===== src/rtl/stream_tx_source.sv =====
`default_nettype none
// ============================================================================
// Module   : stream_tx_source
// Brief    : Packet-aware ready/valid stream transmitter. A small FIFO takes
//            words from a local write port and drives them onto a tx
//            ready/valid bus. Packet statistics are kept alongside.
//            Optional macro STREAM_TX_PARITY_EN adds a per-word even-parity
//            output (tx_parity) that is stored with each entry.
// Revision : 1.0 - initial release
// ============================================================================
module stream_tx_source #(
    parameter int DATA_WIDTH = 8,
    parameter int DEPTH      = 4,
    parameter int CNT_WIDTH  = 16
) (
    input  logic                    clk,
    input  logic                    rst_n,
    input  logic                    enable,
    input  logic                    wr_valid,
    output logic                    wr_ready,
    input  logic [DATA_WIDTH-1:0]   wr_data,
    input  logic                    wr_last,
    output logic                    tx_valid,
    input  logic                    tx_ready,
    output logic [DATA_WIDTH-1:0]   tx_data,
    output logic                    tx_last,
    output logic [$clog2(DEPTH):0]  level,
    output logic [CNT_WIDTH-1:0]    pkt_count,
    output logic [CNT_WIDTH-1:0]    word_count
`ifdef STREAM_TX_PARITY_EN
    ,
    output logic                    tx_parity
`endif
);

    localparam int c_AW = $clog2(DEPTH);
    localparam int c_LW = c_AW + 1;
    localparam logic [c_LW-1:0] c_FULL = c_LW'(DEPTH);

    localparam logic [1:0] c_IDLE  = 2'd0;
    localparam logic [1:0] c_SEND  = 2'd1;
    localparam logic [1:0] c_DRAIN = 2'd2;

    // ------------------------------------------------------------------
    // Storage and pointers
    // ------------------------------------------------------------------
    logic [DATA_WIDTH-1:0] r_mem_data [DEPTH];
    logic                  r_mem_last [DEPTH];
`ifdef STREAM_TX_PARITY_EN
    logic                  r_mem_par  [DEPTH];
`endif

    logic [c_AW-1:0]      r_wr_ptr;
    logic [c_AW-1:0]      r_rd_ptr;
    logic [c_LW-1:0]      r_level;
    logic [1:0]           r_state;
    logic [1:0]           w_state_next;
    logic                 r_pkt_open;
    logic [CNT_WIDTH-1:0] r_pkt_count;
    logic [CNT_WIDTH-1:0] r_word_count;

    logic                 w_push;
    logic                 w_pop;
    logic [c_LW-1:0]      w_level_next;

    // No pass-through at full: readiness depends on the registered level only
    assign wr_ready     = (r_level != c_FULL);
    assign w_push       = wr_valid && wr_ready;
    assign w_pop        = tx_valid && tx_ready;
    assign w_level_next = r_level + c_LW'(w_push) - c_LW'(w_pop);

    assign level      = r_level;
    assign pkt_count  = r_pkt_count;
    assign word_count = r_word_count;

    always_ff @(posedge clk) begin
        if (w_push) begin
            r_mem_data[r_wr_ptr] <= wr_data;
            r_mem_last[r_wr_ptr] <= wr_last;
`ifdef STREAM_TX_PARITY_EN
            r_mem_par[r_wr_ptr]  <= ^wr_data;
`endif
        end
    end

    // DEPTH is a power of two, so pointers wrap naturally at c_AW bits
    always_ff @(posedge clk or negedge rst_n) begin
        if (!rst_n) begin
            r_wr_ptr <= '0;
            r_rd_ptr <= '0;
            r_level  <= '0;
        end else begin
            if (w_push) begin
                r_wr_ptr <= r_wr_ptr + c_AW'(1);
            end
            if (w_pop) begin
                r_rd_ptr <= r_rd_ptr + c_AW'(1);
            end
            r_level <= w_level_next;
        end
    end

    // ------------------------------------------------------------------
    // Packet tracking and statistics
    // ------------------------------------------------------------------
    always_ff @(posedge clk or negedge rst_n) begin
        if (!rst_n) begin
            r_pkt_open   <= 1'b0;
            r_pkt_count  <= '0;
            r_word_count <= '0;
        end else if (w_pop) begin
            r_pkt_open   <= !tx_last;
            r_word_count <= r_word_count + CNT_WIDTH'(1);
            if (tx_last) begin
                r_pkt_count <= r_pkt_count + CNT_WIDTH'(1);
            end
        end
    end

    // ------------------------------------------------------------------
    // Transmit gating state machine
    // ------------------------------------------------------------------
    always_ff @(posedge clk or negedge rst_n) begin
        if (!rst_n) begin
            r_state <= c_IDLE;
        end else begin
            r_state <= w_state_next;
        end
    end

    // A word already presented in SEND is committed, so losing enable then
    // finishes that packet in DRAIN rather than withdrawing tx_valid.
    always_comb begin
        w_state_next = r_state;
        case (r_state)
            c_IDLE: begin
                if (enable && (w_level_next != '0)) begin
                    w_state_next = c_SEND;
                end
            end
            c_SEND: begin
                if (!enable) begin
                    if (w_pop) begin
                        w_state_next = tx_last ? c_IDLE : c_DRAIN;
                    end else if (tx_valid || r_pkt_open) begin
                        w_state_next = c_DRAIN;
                    end else begin
                        w_state_next = c_IDLE;
                    end
                end
            end
            c_DRAIN: begin
                if (enable) begin
                    w_state_next = c_SEND;
                end else if (w_pop && tx_last) begin
                    w_state_next = c_IDLE;
                end
            end
            default: begin
                w_state_next = c_IDLE;
            end
        endcase
    end

    always_comb begin
        tx_valid = (r_state != c_IDLE) && (r_level != '0);
        tx_data  = '0;
        tx_last  = 1'b0;
`ifdef STREAM_TX_PARITY_EN
        tx_parity = 1'b0;
`endif
        if (tx_valid) begin
            tx_data  = r_mem_data[r_rd_ptr];
            tx_last  = r_mem_last[r_rd_ptr];
`ifdef STREAM_TX_PARITY_EN
            tx_parity = r_mem_par[r_rd_ptr];
`endif
        end
    end

endmodule
`default_nettype wire


===== config.mk =====
export PLATFORM = sky130hd
export DESIGN_NAME = stream_tx_source
export DESIGN_NICKNAME = d
export VERILOG_FILES = /design/src/rtl/stream_tx_source.sv
export SDC_FILE = /design/constraint.sdc
export NUM_CORES = 1
export LEC_CHECK = 0
export CORE_MARGIN = 2
export CORE_UTILIZATION = 52
export CTS_CLUSTER_SIZE = 10
export DETAILED_ROUTE_END_ITERATION = 7
export PLACE_DENSITY = 0.86
export SETUP_SLACK_MARGIN = 0.2
export SYNTH_ARGS = -nofsm -noshare
export SYNTH_HDL_FRONTEND = slang
export SYNTH_SLANG_ARGS = --single-unit

===== constraint.sdc =====
create_clock -name clk -period 3.2 [get_ports clk]
set_input_delay 0.32 -clock clk [delete_from_list [all_inputs] [get_ports clk]]
set_output_delay 0.32 -clock clk [all_outputs]
set_load 0.03 [all_outputs]

==> impl_metrics.tcl, run 1 <==
set metrics [dict create \
    dieHeight_um 84.4 \
    worstSetupStartpointType "flop" \
    postCtsSetupBuffers 0 \
    skew_ns 0.00698 \
    power_density_mw_per_mm2 883 \
    worstPathArrival_ns 2.48 \
    antenna_found_initial 0 \
    synth.avg_cell_area_sq_um 14.7 \
    routabilityCongestion 0.795 \
    outcome "completed" \
    ys_warn_count 0 \
    port_buffers 59 \
    rsz0062_at_grt "false" \
    fp.dieW_um 84.4 \
    worst_slew_pin_slew_ns 0.918 \
    synth_common_cells "42 x dfrtp_1, 36 x edfxtp_1, 24 x xnor2_1" \
    fin_crit_ns 2.80 \
    hold_viol_final 0 \
    required_ns 2.88 \
    ctsHoldBuffers 0 \
    viasPerCell 5.34 \
    yosys-top-cells-area "edfxtp_1 32%, dfrtp_1 31%, xnor2_1 6.3%" \
    power_leakage_uw 0.00169 \
    dr.pass1.iters 4 \
    cts_htree_levels 3 \
    hold_slack_ns 0.100 \
    core_sq_mm 0.00631 \
    critPathKind "reg -> out" \
    synthCells 229 \
    cts_root_buf "clkbuf_8" \
    layout-drive-gt1-share 0.123 \
    syn2layout_area_growth_pct 26.3 \
    slew_viol_final 0 \
    insertedDiodeCount 0 \
    ys_async_sr_fraction 0.538 \
    std_cell_rows 29 \
    vdd.ir_drop.worst_uv 622 \
    dp_cells 361 \
    synthesis.area_sq_mm 0.00336 \
    critPathMaxStageDelay_ns 0.65 \
    final_nets 317 \
    dp_hpwl_mm 4.19 \
    cp_max_fo 10 \
    clkTransAtPathRegs_ns 0.08 \
    cts_buffer_depth 2 \
    relSlewSlack 0.388 \
    yosys_most_used_dff "dfrtp_1" \
    setup_viol 0 \
    drtAntennaViolNets 0 \
    clock_latency_ns 0.35 \
    final_cells 377 \
    grt_overflow 0 \
    placed_area_sq_mm 0.00401 \
    dieArea_sq_mm 0.00712 \
    cp_cell_sequence "or3_1 > o21ai_1 > nor2b_1 > clkdlybuf4s50_1" \
    wl_per_cell_um 16.3 \
    grt_max_degree 43 \
    grt_use_total 0.185 \
    critPathSlowestCell "clkdlybuf4s50_1" \
    wl_mm 6.14 \
    drtIter0Drc 109 \
    synth_edf_count 36 \
    fin_area_sq_mm 0.00424 \
    p_total_uw 3750 \
    io_pins 60 \
    ys_seq_area_frac 0.635 \
    min_period_over_period 0.876 \
    yosysTopAreaCell "edfxtp_1" \
    hp-class "in -> async" \
    cts_sinks 78 \
    yosysMostFrequentCell "dfrtp_1" \
    cts_tree "yes" \
    end_kind "output pin" \
    grt_pass1_vias 2042 \
    cts_buffers 9 \
    via_count 2012 \
    post_cts_resized 0 \
    tns_ns 0 \
    grt_pass1_wl_mm 10.0 \
    synth_nets 251 \
    synthDominantCellAreaShare 0.322 \
    clock.fmax_ghz 0.357 \
    start_util 0.532 \
    route.detailed.drc 0 \
    maxCapViolCount 0 \
    synth_cell_type_count 32 \
    ys_ff_latch 78 \
]
[power by group]
| part | leakage [uW] | internal (uW) | switching, uW |
|---|---|---|---|
| Combinational | 0.000703 | 658 | 787 |
| Sequential | 0.000867 | 1280 | 216 |
| Clock | 0.000118 | 471 | 330 |
[state kept, by name, indices dropped and copies added (netlist names)]
signal / cells
r_mem_last: 4
word_count: 16
level: 3
r_rd_ptr: 2
r_pkt_open: 1
r_mem_data: 32
r_state: 2
r_wr_ptr: 2
pkt_count: 16
[placed cells by master (no fill, tap or decap), drive strengths merged]
| master | Yosys | routed |
|---|---|---|
| or3 | 1 | 1 |
| clkbuf | 1 | 14 |
| nor3 | 8 | 8 |
| xor2 | 12 | 12 |
| nand3 | 8 | 8 |
| mux2 | 4 | 4 |
| edfxtp | 36 | 36 |
| and3 | 13 | 13 |
| o21a | 1 | 1 |
| inv | 6 | 6 |
| clkinv | 0 | 1 |
| nand2 | 13 | 13 |
| o211a | 1 | 1 |
| o21ai | 3 | 3 |
| nor2b | 9 | 9 |
| or4 | 1 | 1 |
| and2 | 1 | 1 |
| and4 | 3 | 3 |
| nor2 | 6 | 6 |
| mux4 | 9 | 9 |
| ha | 7 | 7 |
| fa | 1 | 1 |
| nor4 | 1 | 1 |
| nand4 | 12 | 12 |
| bufinv | 0 | 1 |
| xnor2 | 24 | 24 |
| dfrtp | 42 | 42 |
| buf | 5 | 3 |
| nor4bb | 1 | 1 |
| clkdlybuf4s50 | 0 | 58 |
[area by class of cell]
cell class              instances  area (sq um)
flip-flops and latches         78          2130
fillers                       475          2070
multi-input cells             139          1160
repair buffers                 61           601
clock buffers                  14           194
well taps                      77          96.3
clock inverters                 2          35.0
inverters                       6          22.5
[through the flow]
| step | setup WS, ns | util |
|---|---|---|
| after floorplan | 0.589 | - |
| after global placement | 0.533 | 0.636 |
| after detailed placement | 0.421 | 0.636 |
| after CTS | 0.352 | 0.672 |
| after global routing | 0.275 | 0.672 |
| final | 0.395 | 0.672 |
[logic make-up (layout without fill, tap and decap cells)]
group / count (synthesis) / count (layout) / synth area share
muxes: 13 / 13 / 0.0737
DFF: 78 / 78 / 0.635
xor gates and xnor gates: 36 / 36 / 0.0939
buffers and inverters: 12 / 83 / 0.0197
and+or+nand+nor: 77 / 77 / 0.136
AOI/OAI and AO/OA: 5 / 5 / 0.00968
adders and majority gates: 8 / 8 / 0.0320
[critical path: cells and delay by family (launching register included)]
family,cells,cell delay [ns]
buf+inv,1,0.65
simple gates,2,0.58
flops,1,0.46
compound gates,1,0.44
[worst paths after layout]
path / cells past startpoint / to / slack (ns) / start
setup / recovery: 4 / tx_data[5] / 0.40 / level[1]
hold / removal: 1 / word_count[6] / 0.1 / rst_n
setup reg to reg: 7 / r_state[0] / 0.61 / level[1]
hold reg to reg: 1 / word_count[15] / 0.47 / word_count[15]
max in group asynchronous: 1 / pkt_count[4] / 2.51 / rst_n
min in group clk: 1 / word_count[15] / 0.47 / word_count[15]
[routing by layer]
layer	up-vias	wire length [um]	GRT usage
met4	0	122	0.105
met2	45	3030	0.282
met3	10	199	0.0344
met1	996	2790	0.251
met5	-	0	0
li1	961	-	-
Note: power is estimated with default switching activity, not from simulation.
==> run 2, diff against run 1 <==
--- a/config.mk
+++ b/config.mk
@@ -5,10 +5,12 @@
 export SDC_FILE = /design/constraint.sdc
 export NUM_CORES = 1
 export LEC_CHECK = 0
+export CAP_MARGIN = 20
 export CORE_MARGIN = 2
 export CORE_UTILIZATION = 52
 export CTS_CLUSTER_SIZE = 10
 export DETAILED_ROUTE_END_ITERATION = 7
+export GPL_TIMING_DRIVEN = 0
 export PLACE_DENSITY = 0.86
 export SETUP_SLACK_MARGIN = 0.2
 export SYNTH_ARGS = -nofsm -noshare
==> run 2 against run 1 <==
Clock power shrank 21%; sequential power shrank 3%; register-to-register slack got worse by 0.16 ns; hold slack gained 0.30 ns; total power is 3.8% lower; cell count up 1.3%; core utilization is essentially flat; die area unchanged; critical path depth unchanged.
==> impl_metrics.tcl, run 2 (same netlist as run 1, synthesis figures left out) <==
set metrics [dict create \
    outcome "completed" \
    grt_max_degree 33 \
    wl_mm 6.19 \
    dieHeight_um 84.4 \
    final_cells 382 \
    relSlewSlack 0.464 \
    final_nets 323 \
    fill_cells 458 \
    cp_cell_sequence "or3_1 > o21ai_1 > nor2b_1 > clkdlybuf4s50_1" \
    hold_viol_final 0 \
    fin_crit_ns 2.77 \
    r2r_slack_ns 0.45 \
    power_leakage_uw 0.00169 \
    worstPathArrival_ns 2.45 \
    cts_buffer_depth 2 \
    largest_reg_flops 32 \
    rsz0062_at_grt "false" \
    route.detailed.drc 0 \
    cts_htree_levels 3 \
    end_kind "output pin" \
    std_cell_rows 29 \
    cp_max_fo 10 \
    critPathMaxStageDelay_ns 0.63 \
    grt_use_total 0.191 \
    drtIter0Drc 127 \
    slew_viol_final 0 \
    clock_latency_ns 0.34 \
    min_period_over_period 0.866 \
    reg2reg_to "r_state[0]" \
    crit_end "tx_data[2]" \
    critPathSlowestCell "clkdlybuf4s50_1" \
    worstSetupStartpointType "flop" \
    dp_cells 366 \
    fin_util 0.672 \
    setup_viol 0 \
    start_util 0.532 \
    required_ns 2.88 \
    cts_root_buf "clkbuf_8" \
    layout_commonest_cell "clkdlybuf4s50_1" \
    core_sq_mm 0.00631 \
    crit_buf_inv 1 \
    insertedDiodeCount 0 \
    cts_sinks 78 \
    layout-drive-gt1-share 0.128 \
    rr_startpoint "level[1]" \
    post_cts_resized 0 \
    cpLargestDelayFamily "buffers and inverters" \
    seqCellArea_sq_mm 0.00213 \
    port_buffers 59 \
    cts_buffers 9 \
    antenna_found_initial 0 \
    tns_ns 0 \
    wl_per_cell_um 16.2 \
    crit_cells 4 \
    fp.dieW_um 84.4 \
    viasPerCell 5.40 \
    regMostFlops "r_mem_data" \
    startpoint "level[1]" \
    hp-class "in -> async" \
    clock.fmax_ghz 0.361 \
    grt_overflow 0 \
    io_pins 60 \
    grt_pass1_wl_mm 10.5 \
    routabilityCongestion 0.769 \
    grt_pass1_vias 2163 \
    skew_ns 0.00985 \
    clkTransAtPathRegs_ns 0.07 \
    multi_input_area_sq_mm 0.00116 \
    worst_slew_pin_slew_ns 0.798 \
    syn2layout_area_growth_pct 26.2 \
    dr.pass1.iters 4 \
    drtAntennaViolNets 0 \
    reg2reg_depth 8 \
    dp_hpwl_mm 4.46 \
    cts_tree "yes" \
    postCtsSetupBuffers 0 \
    final_cell_mix "58 x clkdlybuf4s50_1, 42 x dfrtp_1, 36 x edfxtp_1, 24 x xnor2_1" \
    power_density_mw_per_mm2 850 \
    critPathKind "reg -> out" \
    vdd.ir_drop.worst_uv 622 \
    via_count 2061 \
    maxCapViolCount 0 \
    dieArea_sq_mm 0.00712 \
]
==> run 2: worst min path at each step <==
stage / start / cells after the start / slack [ns] / endpoint
after floorplan: rst_n / 0 / 0.02 / level[0]
after global placement: word_count[15] / 1 / 0.46 / word_count[15]
after detailed placement: rst_n / 1 / 0.21 / word_count[15]
after CTS: rst_n / 2 / 0.38 / word_count[15]
after global routing: rst_n / 2 / 0.42 / word_count[15]
final: rst_n / 2 / 0.40 / word_count[15]
==> run 2: per-layer routing <==
metal | vias up | GRT usage | part of all wire
li1 | 976 | - | -
met1 | 1029 | 0.252 | 0.45
met2 | 43 | 0.307 | 0.49
met3 | 13 | 0.0354 | 0.031
met4 | 0 | 0.0981 | 0.028
met5 | - | 0 | 0
==> run 2: cell type report <==
| class | instances | area share |
|---|---|---|
| repair buffers | 61 | 0.145 |
| well taps | 77 | 0.0227 |
| multi-input cells | 139 | 0.274 |
| flip-flops and latches | 78 | 0.503 |
| clock buffers | 13 | 0.0375 |
| clock inverters | 2 | 0.00236 |
| plain buffers | 6 | 0.0103 |
| inverters | 6 | 0.00531 |
==> run 2: repair_timing <==
action / 4_1_cts / 5_1_grt
hold endpoints to repair: 10 / 0
hold buffers: 1 / 0
setup endpoints to repair: 0 / 0
==> run 2: metrics by stage <==
stage	setup WS (ns)	power, uW	cell area [sq um]	hold WS (ns)
2_1_floorplan	0.589	2440	3360	0.0244
3_5_place_dp	0.276	3000	4060	0.208
4_1_cts	0.379	3640	4240	0.377
6_report	0.427	3600	4240	0.404
5_1_grt	0.280	3820	4240	0.415
3_3_place_gp	0.342	2960	4050	0.462
==> run 2: worst register-to-register path, cell delays in order, from the launching register on <==
cell and delay [ns]:
dfrtp_1 0.45, nor3_1 0.41, nor2_1 0.14, buf_2 0.23
xnor2_1 0.15, ha_1 0.20, fa_1 0.44, or4_1 0.41
o211a_1 0.22
==> run 2: where the power goes <==
group          switching [uW]  internal (uW)
Combinational             839            674
Clock                     318            318
Sequential                170           1290
Total                    1330           2280
==> run 3, diff against run 2 <==
--- a/config.mk
+++ b/config.mk
@@ -5,13 +5,15 @@
 export SDC_FILE = /design/constraint.sdc
 export NUM_CORES = 1
 export LEC_CHECK = 0
+export ABC_AREA = 1
 export CAP_MARGIN = 20
 export CORE_MARGIN = 2
-export CORE_UTILIZATION = 52
+export CORE_UTILIZATION = 54
+export CTS_CLUSTER_DIAMETER = 80
 export CTS_CLUSTER_SIZE = 10
 export DETAILED_ROUTE_END_ITERATION = 7
 export GPL_TIMING_DRIVEN = 0
-export PLACE_DENSITY = 0.86
+export PLACE_DENSITY = 0.87
 export SETUP_SLACK_MARGIN = 0.2
 export SYNTH_ARGS = -nofsm -noshare
 export SYNTH_HDL_FRONTEND = slang
==> run 3 against run 2 <==
Largest power group unchanged; clock power is 4.4% higher; wire length increased by 29%; cell count rose by 54%; register-to-register slack better by 0.12 ns; hold slack lost 0.050 ns.
==> impl_metrics.tcl, run 3 <==
set metrics [dict create \
    yosys-top-cells-area "edfxtp_1 28%, dfrtp_1 27%, nand2_1 9.7%" \
    pre_cts_slack_ns 0.424 \
    synth.avg_cell_area_sq_um 9.26 \
    fin_crit_ns 2.63 \
    clock_latency_ns 0.35 \
    insertedDiodeCount 0 \
    routabilityCongestion 0.905 \
    ys_seq_area_frac 0.555 \
    dr_wl_met2_mm 4.12 \
    cts_root_buf "clkbuf_8" \
    end_kind "flop" \
    timing.final.ws_setup_ns 0.573 \
    dieArea_sq_mm 0.00781 \
    min_period_over_period 0.821 \
    grt_pass1_wl_mm 13.5 \
    synth_nets 437 \
    critPathKind "reg -> reg" \
    post_cts_resized 0 \
    viasPerCell 5.20 \
    syn2layout_area_growth_pct 23.9 \
    via_count 3058 \
    yosys_most_used_dff "dfrtp_1" \
    clkTransAtPathRegs_ns 0.09 \
    drtAntennaViolNets 0 \
    route.detailed.drc 0 \
    start_util 0.563 \
    synthesis.area_sq_mm 0.00384 \
    hp-class "in -> async" \
    skew_ns 0.0161 \
    maxCapViolCount 0 \
    met1_length_mm 3.39 \
    yosysMostFrequentCell "nand2_1" \
    worstPathArrival_ns 2.86 \
    synth_cell_type_count 29 \
    power_density_mw_per_mm2 890 \
    tns_ns 0 \
    required_ns 3.43 \
    grt_max_degree 35 \
    relSlewSlack 0.412 \
    outcome "completed" \
    cts_buffers 9 \
    worst_path_most_repeated_cell "nand2_1" \
    std_cell_rows 30 \
    grt_pass1_vias 3120 \
    regMostFlops "r_mem_data" \
    wl_mm 8.00 \
    cp_cell_sequence "inv_2 > nand3_1 > nand3_2 > inv_1 > buf_2 > nand2_1 > nand2_1 > ha_1 > fa_1 > nor2_1 > nand3_1 > nand2_1 > nand2_1 > nand3_1 > nand2_1" \
    final_nets 509 \
    core_sq_mm 0.00683 \
    layout-drive-gt1-share 0.0915 \
    cts_sinks 78 \
    cpLargestDelayFamily "simple AND/OR/NAND/NOR gates" \
    dp_hpwl_mm 5.72 \
    synth_edf_count 36 \
    ys_ff_latch 78 \
    fp.dieW_um 88.4 \
    synthDominantCellAreaShare 0.281 \
    synth_common_cells "99 x nand2_1, 71 x nor2_1, 44 x inv_1" \
    port_buffers 59 \
    worst_slew_pin_slew_ns 0.879 \
    dr.pass1.iters 4 \
    io_pins 60 \
    clock.fmax_ghz 0.381 \
    placed_area_sq_mm 0.00457 \
    grt_overflow 0 \
    synthCells 415 \
    worstSetupStartpointType "flop" \
    antenna_found_initial 0 \
    cts_tree "yes" \
    top_layer_used "met4" \
    dieHeight_um 88.4 \
    ys_async_sr_fraction 0.538 \
    fin_area_sq_mm 0.00476 \
    crit_buf_inv 3 \
    wl_per_cell_um 13.6 \
    wl_met3_um 350 \
    cts_buffer_depth 2 \
    layout_commonest_cell "nand2_1" \
    ys_warn_count 0 \
    final_cell_mix "99 x nand2_1, 71 x nor2_1, 58 x clkdlybuf4s50_1, 44 x inv_1, 42 x dfrtp_1" \
    grt_use_total 0.226 \
    power_leakage_uw 0.00209 \
    rsz0062_at_grt "false" \
    yosysTopAreaCell "edfxtp_1" \
    critPathSlowestCell "fa_1" \
    largest_reg_flops 32 \
    critPathMaxStageDelay_ns 0.46 \
    cts_htree_levels 3 \
    drtIter0Drc 160 \
    setup_viol 0 \
    hold_viol_final 0 \
    slew_viol_final 0 \
    vdd.ir_drop.worst_uv 482 \
    cp_max_fo 10 \
]
run 3: cell types whose count changed after synthesis, sizes merged, moves of 9 or more:
cell,change
nor2b,-9
a21oi,+11
inv,+40
nand3,+17
and3,-13
o21ai,+23
nand2,+93
xnor2,-17
nor2,+66
mux4,-9
run 3: stage by stage:
step | utilization | std cells | hold WS (ns) | total power [uW]
final | 0.697 | 588 | 0.354 | 4240
after global routing | 0.697 | 588 | 0.398 | 4500
after CTS | 0.697 | 588 | 0.348 | 4250
after detailed placement | 0.669 | 571 | 0.197 | 3570
after global placement | 0.667 | 570 | 0.477 | 3490
after floorplan | - | 415 | 0.0244 | 2820
run 3: timing repair:
item / in CTS / in global routing
hold buffers: 1 / 0
buffers inserted: 0 / 0
setup endpoints to repair: 0 / 0
endpoints found under the hold margin: 8 / 0
run 3: final cells by class:
cell class / count / area (sq um)
Fill cell: 505 / 2070
Multi-Input combinational cell: 282 / 1460
Clock inverter: 7 / 57.6
Tap cell: 96 / 120
Inverter: 46 / 175
Buffer: 9 / 75.1
Sequential cell: 78 / 2130
Timing Repair Buffer: 61 / 616
Clock buffer: 9 / 124
run 3: metal layers:
metal  vias up  GRT usage
li1       1470          -
met1      1484      0.273
met2        85      0.394
met3        19     0.0364
met4         0      0.114
met5         -          0
run 3: power breakdown:
part           leakage (uW)  total, uW  switching, uW  internal (uW)
clock             0.0000824        664            375            289
combinational       0.00114       2060           1300            767
sequential         0.000863       1510            199           1310
total               0.00209       4240           1870           2370
run 3: worst paths after layout:
path	startpoint	slack, ns	depth (start not counted)	to
worst max register to register	level[1]	0.57	15	r_state[0]
worst min register to register	r_pkt_open	0.50	1	r_pkt_open
worst max-delay path	level[1]	0.57	15	r_state[0]
worst min-delay path	rst_n	0.35	2	word_count[10]
min in group clk	r_pkt_open	0.50	1	r_pkt_open
max in group asynchronous	rst_n	2.39	3	pkt_count[6]
run 3: logic make-up (layout without fill, tap and decap cells):
kind of cell,after synthesis,count (layout),synth area share
and+or+nand+nor,211,211,0.234
DFF,78,78,0.555
buffers and inverters,55,132,0.0651
AOI/OAI and AO/OA,39,39,0.0521
xor gates and xnor gates,24,24,0.0664
adders and majority gates,8,8,0.0280
